===== config.mk =====
export PLATFORM = sky130hd
export DESIGN_NAME = ladner_sum_stage
export DESIGN_NICKNAME = d
export VERILOG_FILES = /design/src/rtl/ladner_pkg.sv /design/src/rtl/ladner_slice_sum.sv /design/src/rtl/ladner_sum_stage.sv
export SDC_FILE = /design/constraint.sdc
export NUM_CORES = 1
export LEC_CHECK = 0
export ABC_AREA = 1
export CAP_MARGIN = 20
export CORE_UTILIZATION = 44
export DETAILED_ROUTE_END_ITERATION = 16
export PLACE_DENSITY = 0.87
export SYNTH_ARGS = -nofsm -noshare
export SYNTH_HDL_FRONTEND = slang
export SYNTH_SLANG_ARGS = --single-unit

===== constraint.sdc =====
create_clock -name clk -period 1.6 [get_ports clk]
set_input_delay 0.32 -clock clk [delete_from_list [all_inputs] [get_ports clk]]
set_output_delay 0.32 -clock clk [all_outputs]
set_load 0.05 [all_outputs]

===== src/rtl/ladner_pkg.sv =====
// ----------------------------------------------------------------------------
// ladner_pkg
// Shared definitions for the Ladner-Fischer sum/carry stage.
//   SLICE_W      : slice width carried per beat (matches the prefix network)
//   BEAT_FIELD_W : storage width of the beat index inside an output beat
//   state_t      : packet sequencing state {IDLE, BODY}
//   out_beat_t   : one registered result beat {sum, last, cout, ovf, beat}
// ----------------------------------------------------------------------------
package ladner_pkg;

    localparam int SLICE_W      = 4;
    localparam int BEAT_FIELD_W = 8;

    typedef enum logic [0:0] {
        IDLE = 1'b0,
        BODY = 1'b1
    } state_t;

    typedef struct packed {
        logic [SLICE_W-1:0]      sum;
        logic                    last;
        logic                    cout;
        logic                    ovf;
        logic [BEAT_FIELD_W-1:0] beat;
    } out_beat_t;

endpackage


===== src/rtl/ladner_slice_sum.sv =====
// ----------------------------------------------------------------------------
// ladner_slice_sum
// Combinational sum/carry resolution for one 4-bit slice, given the group
// generate/propagate terms from the prefix network and the slice carry-in.
//   go   in  : group generate, go[i] = G[i:0]
//   po   in  : group propagate, po[i] = P[i:0]
//   p    in  : bitwise propagate a^b
//   c0   in  : slice carry-in
//   sum  out : slice sum
//   cout out : slice carry-out
//   ovf  out : signed overflow (carry into MSB xor carry out of MSB)
// ----------------------------------------------------------------------------
module ladner_slice_sum
    import ladner_pkg::*;
(
    input  logic [SLICE_W-1:0] go,
    input  logic [SLICE_W-1:0] po,
    input  logic [SLICE_W-1:0] p,
    input  logic               c0,
    output logic [SLICE_W-1:0] sum,
    output logic               cout,
    output logic               ovf
);

    logic [SLICE_W:0] c_s;

    // Every bit carry is resolved directly from the prefix terms and c0,
    // so there is no ripple through the slice.
    always_comb begin
        c_s    = {(SLICE_W + 1){1'b0}};
        c_s[0] = c0;
        for (int i = 1; i <= SLICE_W; i++) begin
            c_s[i] = go[i-1] | (po[i-1] & c0);
        end
        sum  = p ^ c_s[SLICE_W-1:0];
        cout = c_s[SLICE_W];
        ovf  = c_s[SLICE_W-1] ^ c_s[SLICE_W];
    end

endmodule


===== src/rtl/ladner_sum_stage.sv =====
// ----------------------------------------------------------------------------
// ladner_sum_stage
// Registered sum/carry stage behind the 4-bit Ladner-Fischer prefix network.
// Wide operands arrive as multi-beat packets, LSB slice first; the carry is
// chained across beats and each result beat leaves one cycle after accept.
//
// Ports:
//   clk, rst_n            : clock (rising edge), async active-low reset
//   in_valid / in_ready   : input handshake
//   in_first / in_last    : packet delimiters
//   in_go, in_po, in_p    : group generate, group propagate, bitwise a^b
//   cin                   : packet carry-in, used on the first beat only
//   out_valid / out_ready : output handshake
//   out_sum, out_cout     : slice sum and carry-out (final carry on last)
//   out_ovf               : signed overflow, meaningful with out_last
//   out_last, out_beat    : last flag and 0-based beat index
//   err                   : sticky protocol error, cleared only by reset
//
// Build option LADNER_SUM_SKID_EN: adds a second result register so that
// in_ready is a flop with no combinational path from out_ready. Without it
// a single output register is used and in_ready = !out_valid | out_ready.
// ----------------------------------------------------------------------------
module ladner_sum_stage #(
    parameter int SLICE_W   = 4,
    parameter int MAX_BEATS = 8,
    parameter int CNT_W     = $clog2(MAX_BEATS + 1)
) (
    input  logic               clk,
    input  logic               rst_n,
    input  logic               in_valid,
    output logic               in_ready,
    input  logic               in_first,
    input  logic               in_last,
    input  logic [SLICE_W-1:0] in_go,
    input  logic [SLICE_W-1:0] in_po,
    input  logic [SLICE_W-1:0] in_p,
    input  logic               cin,
    output logic               out_valid,
    input  logic               out_ready,
    output logic [SLICE_W-1:0] out_sum,
    output logic               out_last,
    output logic               out_cout,
    output logic               out_ovf,
    output logic [CNT_W-1:0]   out_beat,
    output logic               err
);

    import ladner_pkg::*;

    localparam logic [CNT_W-1:0] BEAT_LIM = CNT_W'(MAX_BEATS);
    localparam logic [CNT_W-1:0] BEAT_SAT = CNT_W'(MAX_BEATS - 1);
    localparam logic [CNT_W-1:0] CNT_ONE  = CNT_W'(1);

    state_t           state_r;
    state_t           state_nxt_s;
    logic             carry_r;
    logic [CNT_W-1:0] beat_r;
    logic             err_r;

    logic             in_ready_s;
    logic             accept_s;
    logic             first_s;
    logic             proto_err_s;
    logic             sat_err_s;
    logic             c0_s;
    logic [CNT_W-1:0] idx_s;
    logic [CNT_W-1:0] idx_out_s;
    logic [CNT_W-1:0] beat_nxt_s;
    logic             carry_nxt_s;

    logic [SLICE_W-1:0] sum_s;
    logic               cout_s;
    logic               ovf_s;
    out_beat_t          beat_pkt_s;

    out_beat_t out_r;
    logic      out_valid_r;
    logic      unused_beat_hi_s;

    assign accept_s = in_valid & in_ready_s;

    ladner_slice_sum u_slice (
        .go   (in_go),
        .po   (in_po),
        .p    (in_p),
        .c0   (c0_s),
        .sum  (sum_s),
        .cout (cout_s),
        .ovf  (ovf_s)
    );

    // Packet sequencing: decide whether this beat starts a packet, pick the
    // slice carry-in, derive the beat index and the next carry/index/state.
    always_comb begin
        first_s     = 1'b1;
        proto_err_s = 1'b0;
        case (state_r)
            IDLE: begin
                // Outside a packet every beat starts one; missing in_first is a violation.
                first_s     = 1'b1;
                proto_err_s = ~in_first;
            end
            BODY: begin
                // in_first inside a packet restarts it and is a violation.
                first_s     = in_first;
                proto_err_s = in_first;
            end
            default: begin
                first_s     = 1'b1;
                proto_err_s = 1'b0;
            end
        endcase

        c0_s  = first_s ? cin : carry_r;
        idx_s = first_s ? {CNT_W{1'b0}} : beat_r;

        // Over-long packet: keep processing, pin the reported index.
        if (idx_s >= BEAT_LIM) begin
            sat_err_s = 1'b1;
            idx_out_s = BEAT_SAT;
        end else begin
            sat_err_s = 1'b0;
            idx_out_s = idx_s;
        end

        if (in_last) begin
            state_nxt_s = IDLE;
            carry_nxt_s = 1'b0;
            beat_nxt_s  = {CNT_W{1'b0}};
        end else begin
            state_nxt_s = BODY;
            carry_nxt_s = cout_s;
            // beat_r parks at MAX_BEATS so every further beat keeps flagging.
            if (idx_s >= BEAT_LIM) begin
                beat_nxt_s = BEAT_LIM;
            end else begin
                beat_nxt_s = idx_s + CNT_ONE;
            end
        end

        beat_pkt_s.sum  = sum_s;
        beat_pkt_s.last = in_last;
        beat_pkt_s.cout = cout_s;
        beat_pkt_s.ovf  = ovf_s;
        beat_pkt_s.beat = {{(BEAT_FIELD_W - CNT_W){1'b0}}, idx_out_s};
    end

    // Packet state, chained carry, beat counter and sticky error advance on accept only.
    always_ff @(posedge clk or negedge rst_n) begin
        if (!rst_n) begin
            state_r <= IDLE;
            carry_r <= 1'b0;
            beat_r  <= {CNT_W{1'b0}};
            err_r   <= 1'b0;
        end else if (accept_s) begin
            state_r <= state_nxt_s;
            carry_r <= carry_nxt_s;
            beat_r  <= beat_nxt_s;
            err_r   <= err_r | proto_err_s | sat_err_s;
        end else begin
            state_r <= state_r;
            carry_r <= carry_r;
            beat_r  <= beat_r;
            err_r   <= err_r;
        end
    end

`ifdef LADNER_SUM_SKID_EN
    out_beat_t skid_r;
    logic      skid_valid_r;
    logic      in_ready_r;
    logic      out_free_s;

    assign out_free_s = ~out_valid_r | out_ready;
    assign in_ready_s = in_ready_r;

    // Output register plus skid entry; a beat accepted while the output is
    // stalled parks in the skid entry and drains ahead of any later beat.
    always_ff @(posedge clk or negedge rst_n) begin
        if (!rst_n) begin
            out_r        <= {$bits(out_beat_t){1'b0}};
            out_valid_r  <= 1'b0;
            skid_r       <= {$bits(out_beat_t){1'b0}};
            skid_valid_r <= 1'b0;
            in_ready_r   <= 1'b1;
        end else if (out_free_s) begin
            if (skid_valid_r) begin
                out_r        <= skid_r;
                out_valid_r  <= 1'b1;
                skid_valid_r <= 1'b0;
                in_ready_r   <= 1'b1;
            end else begin
                out_valid_r <= accept_s;
                if (accept_s) begin
                    out_r <= beat_pkt_s;
                end else begin
                    out_r <= out_r;
                end
                in_ready_r <= 1'b1;
            end
        end else begin
            if (accept_s) begin
                skid_r       <= beat_pkt_s;
                skid_valid_r <= 1'b1;
                in_ready_r   <= 1'b0;
            end else begin
                in_ready_r <= ~skid_valid_r;
            end
        end
    end
`else
    assign in_ready_s = ~out_valid_r | out_ready;

    // Single output register; it only changes when the consumer frees it.
    always_ff @(posedge clk or negedge rst_n) begin
        if (!rst_n) begin
            out_r       <= {$bits(out_beat_t){1'b0}};
            out_valid_r <= 1'b0;
        end else if (in_ready_s) begin
            out_valid_r <= in_valid;
            if (accept_s) begin
                out_r <= beat_pkt_s;
            end else begin
                out_r <= out_r;
            end
        end else begin
            out_valid_r <= out_valid_r;
            out_r       <= out_r;
        end
    end
`endif

    assign unused_beat_hi_s = ^out_r.beat[BEAT_FIELD_W-1:CNT_W];

    assign in_ready  = in_ready_s;
    assign out_valid = out_valid_r;
    assign out_sum   = out_r.sum;
    assign out_last  = out_r.last;
    assign out_cout  = out_r.cout;
    assign out_ovf   = out_r.ovf;
    assign out_beat  = out_r.beat[CNT_W-1:0];
    assign err       = err_r;

endmodule


# Yosys cells after proc, flatten, opt, wreduce, memory -nomap -nowiden

Index checks and enable logic that the tools add are counted.

Register bits after elaboration: 19
Bits in latches: 0
Bits in writable memories: 0
ROM bits: 0
Bits of input ports: 19
Output and inout bits: 14
Logic and storage cells: 40
Memories: 0

Add/sub/neg operators: 1
Multipliers: 0
Divide/modulo/power cells: 0
Magnitude comparators: 1
Equality and inequality tests: 0
Shifts and indexed selects: 0
Muxes and demuxes: 10
Bitwise gates (word level): 17
Reductions and logical operators: 1

Operator list:

| cell                  | number |
|---|---|
| $mux W4               | 4 |
| $or A1 B1 Y1          | 7 |
| $and A1 B1 Y1         | 5 |
| $add A4 B1 Y4 const B | 1 |
| $ge A4 B4 Y1 const B  | 1 |
| $mux W1               | 4 |
| $pmux W1 S2           | 2 |
| $xor A4 B4 Y4         | 1 |
| $not A1 Y1            | 3 |
| $reduce_and A2 Y1     | 1 |
| $xor A1 B1 Y1         | 1 |

# Depth between registers and ports, before layout

Depth in word-level cells: 6
Mapped depth: 10
Gate-level depth less buffers: 10

# Hierarchy

A second synthesis with hierarchy kept.

Cells, all modules: 125
Area total of the unflattened synthesis: 1017.2 sq um

Modules (own cells, without submodules):

| module           | times used | cells each | area an instance (sq um) | sequential area each (sq um) |
|---|---|---|---|---|
| ladner_sum_stage | 1          | 95         | 888.4                    | 475.5 |
| ladner_slice_sum | 1          | 30         | 128.9                    | 0.0 |

# Worst setup path after synthesis

No wires, ideal clock.

Path type: flip-flop to flip-flop
Start: register out_valid_r, in the netlist out_valid
End: register out_r, in the netlist out_beat[2]
Setup time: 0.131 ns
Arrival time: 1.433 ns
Required time: 1.469 ns
Path slack: 0.036 ns
Stages on the path, launching flop included: 7
Path buffers: 1
Period minus slack after synthesis: 1.564 ns
Cells stage by stage: dfrtp_1 > nand2_2 > nand2_4 > inv_2 > buf_6 > nor2_1 > a31oi_1

Word-level cells in the longest chain between the ends: 4

RTL lines:

| element                                | line                    | text |
|---|---|---|
| start, declared                        | ladner_sum_stage.sv:77  | `logic out_valid_r;` |
| start signal, assigned                 | ladner_sum_stage.sv:220 | `out_valid_r <= in_valid;` |
| start signal, assigned                 | ladner_sum_stage.sv:227 | `out_valid_r <= out_valid_r;` |
| $not A1 Y1 (*)                         | ladner_sum_stage.sv:212 | `assign in_ready_s = ~out_valid_r \| out_ready;` |
| $or A1 B1 Y1 (*)                       | ladner_sum_stage.sv:212 |  |
| via in_ready                           | ladner_sum_stage.sv:31  | `output logic in_ready,` |
| $and A1 B1 Y1                          | ladner_sum_stage.sv:80  | `assign accept_s = in_valid & in_ready_s;` |
| $reduce_and A2 Y1 (no source line) (*) | n/a                     |  |
| end signal, assigned                   | ladner_sum_stage.sv:217 | `out_r <= {$bits(out_beat_t){1'b0}};` |
| end signal, assigned                   | ladner_sum_stage.sv:222 | `out_r <= beat_pkt_s;` |
| end signal, assigned                   | ladner_sum_stage.sv:224 | `out_r <= out_r;` |
| end, declared                          | ladner_sum_stage.sv:76  | `out_beat_t out_r;` |

The timed path passes the listed nets; every way through them passes the cells marked *.
A chain may end at the register's enable or synchronous reset.

# Final worst setup path

Start: input port in_first
End: register beat_r[2]

Word-level cells in the longest chain between the ends: 5
Elaborated cells on any way between the ends: 6
Those cells by class: add/sub: 1; order compare: 1; mux: 4

RTL lines:

| element                                       | line                                             | text |
|---|---|---|
| start, declared                               | ladner_sum_stage.sv:32                           | `input logic in_first,` |
| $pmux W1 S2 (*)                               | ladner_sum_stage.sv:97                           | `case (state_r)` |
| $mux W4 (*)                                   | ladner_sum_stage.sv:115                          | `idx_s = first_s ? {CNT_W{1'b0}} : beat_r;` |
| $add A4 B1 Y4 or $ge A4 B4 Y1 (tied branches) | ladner_sum_stage.sv:137, ladner_sum_stage.sv:134 |  |
| $mux W4 (*)                                   | ladner_sum_stage.sv:134                          | `if (idx_s >= BEAT_LIM) begin` |
| $mux W4 (*)                                   | ladner_sum_stage.sv:126                          | `if (in_last) begin` |
| end signal, assigned                          | ladner_sum_stage.sv:153                          | `beat_r <= {CNT_W{1'b0}};` |
| end signal, assigned                          | ladner_sum_stage.sv:158                          | `beat_r <= beat_nxt_s;` |
| end signal, assigned                          | ladner_sum_stage.sv:163                          | `beat_r <= beat_r;` |
| end, declared                                 | ladner_sum_stage.sv:57                           | `logic [CNT_W-1:0] beat_r;` |

Mark *: on every way between the ends. The rest lies on a longest branch, timed or not.

==> summary.txt <==
Status
  – Status: finished clean

Timing
  – Final Hold Viols: 0
  – Clock period minus worst slack: 1.48 ns
  – Clock skew after layout: 0.00342 ns
  – Worst setup margin: 0.123 ns
  – # setup viols final: 0
  – Final period util: 92.3%
  – Least-Margin Pin Slew: 0.245 ns
  – Fmax: 677 MHz
  – Hold_ws: 0.344 ns
  – Slew HR: 83.7%
  – Final Max Slew Viols: 0

GRT
  – First-pass GRT wire length: 3.87 mm
  – Initial antenna violation count: 0
  – Largest net degree at the start of global routing: 20
  – Vias in the first global route: 896
  – Gr ovfl total: 0
  – Tot GR Track Use: 21.9%

Critical path
  – WS Path Type: input pin to flip-flop
  – CP Data Arrival Time: 1.72 ns
  – CP Launch Type: input pin
  – WP data required: 1.85 ns
  – Critical-path cell list: clkdlybuf4s50_1, inv_1, ha_2, nand2_2, inv_1, ha_1, xor2_1, nor2_1, nand2_1, nand2_1
  – Crit. End Element: flip-flop
  – Slowest CP cell: clkdlybuf4s50_1
  – WP buf/inv: 3
  – Top cell family by delay on the critical path: buffers and inverters
  – CP max stage delay: 0.45 ns
  – Critical path fanouts, max: 6

Worst hold path
  – Hold Crit Class: input pin to async pin

Yosys
  – Synth cell count leaders: 38 x nand2_1, 19 x dfrtp_1, 11 x inv_1
  – Post-synth cell types: 21
  – Cell Area, Synth: 950 um2
  – Seq/Total Area, Yosys: 50.1%
  – Syn_area_per_cell: 8.56 um2
  – Synthesized netlist cell count: 111
  – Cell with the most instances after synthesis: nand2_1
  – Yosys warnings: 0
  – Synth top area share: 50.1%
  – Asr flop ratio synth: 100%
  – Predominant post-synthesis flop cell: dfrtp_1
  – Syn nets: 133
  – Synth top area cells: dfrtp_1 50%, nand2_1 15%, inv_1 4.3%
  – Largest area contributor in the netlist: dfrtp_1
  – Post-synthesis register bit count: 19
  – EDFF count, synth: 0

Cells and area
  – Area occupied by multi-input gates: 418 um2
  – Nets: 176
  – Post-route insts no fill: 180
  – Ant diodes: 0
  – Layout cell share with drive strength beyond 1: 23.5%
  – Register area: 475 um2
  – Fill cells: 169
  – Final core utilization: 67.8%
  – Synthesis-to-finish area growth: 42.8%

Clock network
  – Clock buffer count from CTS: 3
  – Clock insertion delay at the later pin of the skew report: 0.30 ns
  – CTS Sinks: 19
  – CTS Buffer Depth: 2
  – # H-tree levels: 1
  – TritonCTS clock tree: built
  – Clock slew at reported path FFs: 0.10 ns
  – Post-CTS Hold Fix Bufs: 0
  – Clock tree root driver cell: clkbuf_4

Detailed routing
  – DRC: 0
  – Routed WL: 2.25 mm
  – DR WL/cell: 12.5 um
  – Iter 0 DRT Violations: 19
  – Routed vias/inst: 4.87
  – Router iterations before antenna repair: 4
  – ANT nets after route: 0
  – Via count: 876

Placed design
  – DP HPWL: 1.75 mm
  – Dpl ws: -0.298 ns
  – Placer Congestion: 0.802
  – PortBufs: 32
  – Placed cell count: 176

Power
  – Leakage: 0.687 nW
  – Pwr Density: 936 mW/mm2
  – VDD IR-drop max: 0.624 mV
  – Power Total: 0.00127 W

Die
  – Ports: 33
  – Core ar.: 0.00200 mm2
  – Starting density of the core: 47.4%
  – Die area: 0.00235 mm2
  – Die Span Y: 48.5 um
  – Row count: 16
  – Die X: 48.5 um

Flow run
  – MaxCap Viol Count: 0
==> per-layer routing <==
layer	part of all wire [%]	track usage [%]	wire (um)
met1	43	25.5	962
met5	0	0	0
met2	50	38.3	1110
met4	2.5	14.2	56
met3	5.1	2.20	114
==> power by group <==
part           internal, W  switching (W)  total [W]  leakage (nW)
registers         0.000534      0.0000324   0.000567         0.234
logic             0.000165       0.000293   0.000458         0.439
clock network    0.0000973       0.000147   0.000244        0.0150
==> logic make-up after synthesis <==
group | Yosys count | share of synthesized area [%]
AND/OR/NAND/NOR | 62 | 30.0
flip-flops | 19 | 50.1
buffers and inverters | 14 | 6.45
AO/OA/AOI/OAI | 11 | 7.64
adder cells (fa/ha/maj) | 3 | 3.95
XOR/XNOR | 2 | 1.84
==> sequential cells by signal, summed over array words and instances, names as in the netlist <==
| signal | flops |
|---|---|
| out_sum | 4 |
| beat_r | 4 |
| out_last | 1 |
| out_valid | 1 |
| out_ovf | 1 |
| err | 1 |
| carry_r | 1 |
| out_beat | 4 |
| out_cout | 1 |
| state_r | 1 |
==> worst paths after layout <==
check	startpoint	end	slack [ns]	depth (start not counted)
min in group clk	err	err	0.50	1
worst max register to register	state_r	beat_r[2]	0.23	8
worst min-delay path	rst_n	out_beat[1]	0.34	2
worst max-delay path	in_first	beat_r[2]	0.12	10
worst min register to register	err	err	0.50	1
max in group asynchronous	rst_n	out_sum[0]	1.06	2
==> layout by cell type, fill, tap and decap left out <==
cell type,n
nand2_1,37
buf_4,21
dfrtp_1,19
clkdlybuf4s50_1,18
inv_1,11
nand3_1,7
nor2_1,7
nand2_2,5
nand3b_1,3
a31oi_1,3
o21ai_0,3
clkbuf_4,3
nand2_4,2
a21oi_1,2
ha_1,2
inv_2,1
xnor2_1,1
o21ai_1,1
xor2_1,1
nor2_4,1
a21oi_4,1
o21bai_1,1
ha_2,1
clkbuf_1,1
buf_12,1
==> through the flow <==
stage / cell area, um2 / setup TNS (ns)
after detailed placement: 1330 / -1.85
after global routing: 1360 / -0.00270
after CTS: 1350 / 0
after global placement: 1330 / -1.18
final: 1360 / 0
after floorplan: 950 / 0
==> what timing repair did <==
action / CTS / global route
endpoints found under the setup margin: 0 / 2
gates resized for setup: 0 / 2
setup buffers: 0 / 0
==> final cells by class <==
cell class / count / share of cell area [%]
clock buffers: 4 / 1.94
inverters: 12 / 3.32
multi-input cells: 78 / 30.8
flip-flops and latches: 19 / 35.1
well taps: 27 / 2.49
repair buffers: 40 / 26.4
No activity file was read; power rests on OpenSTA's default activity.
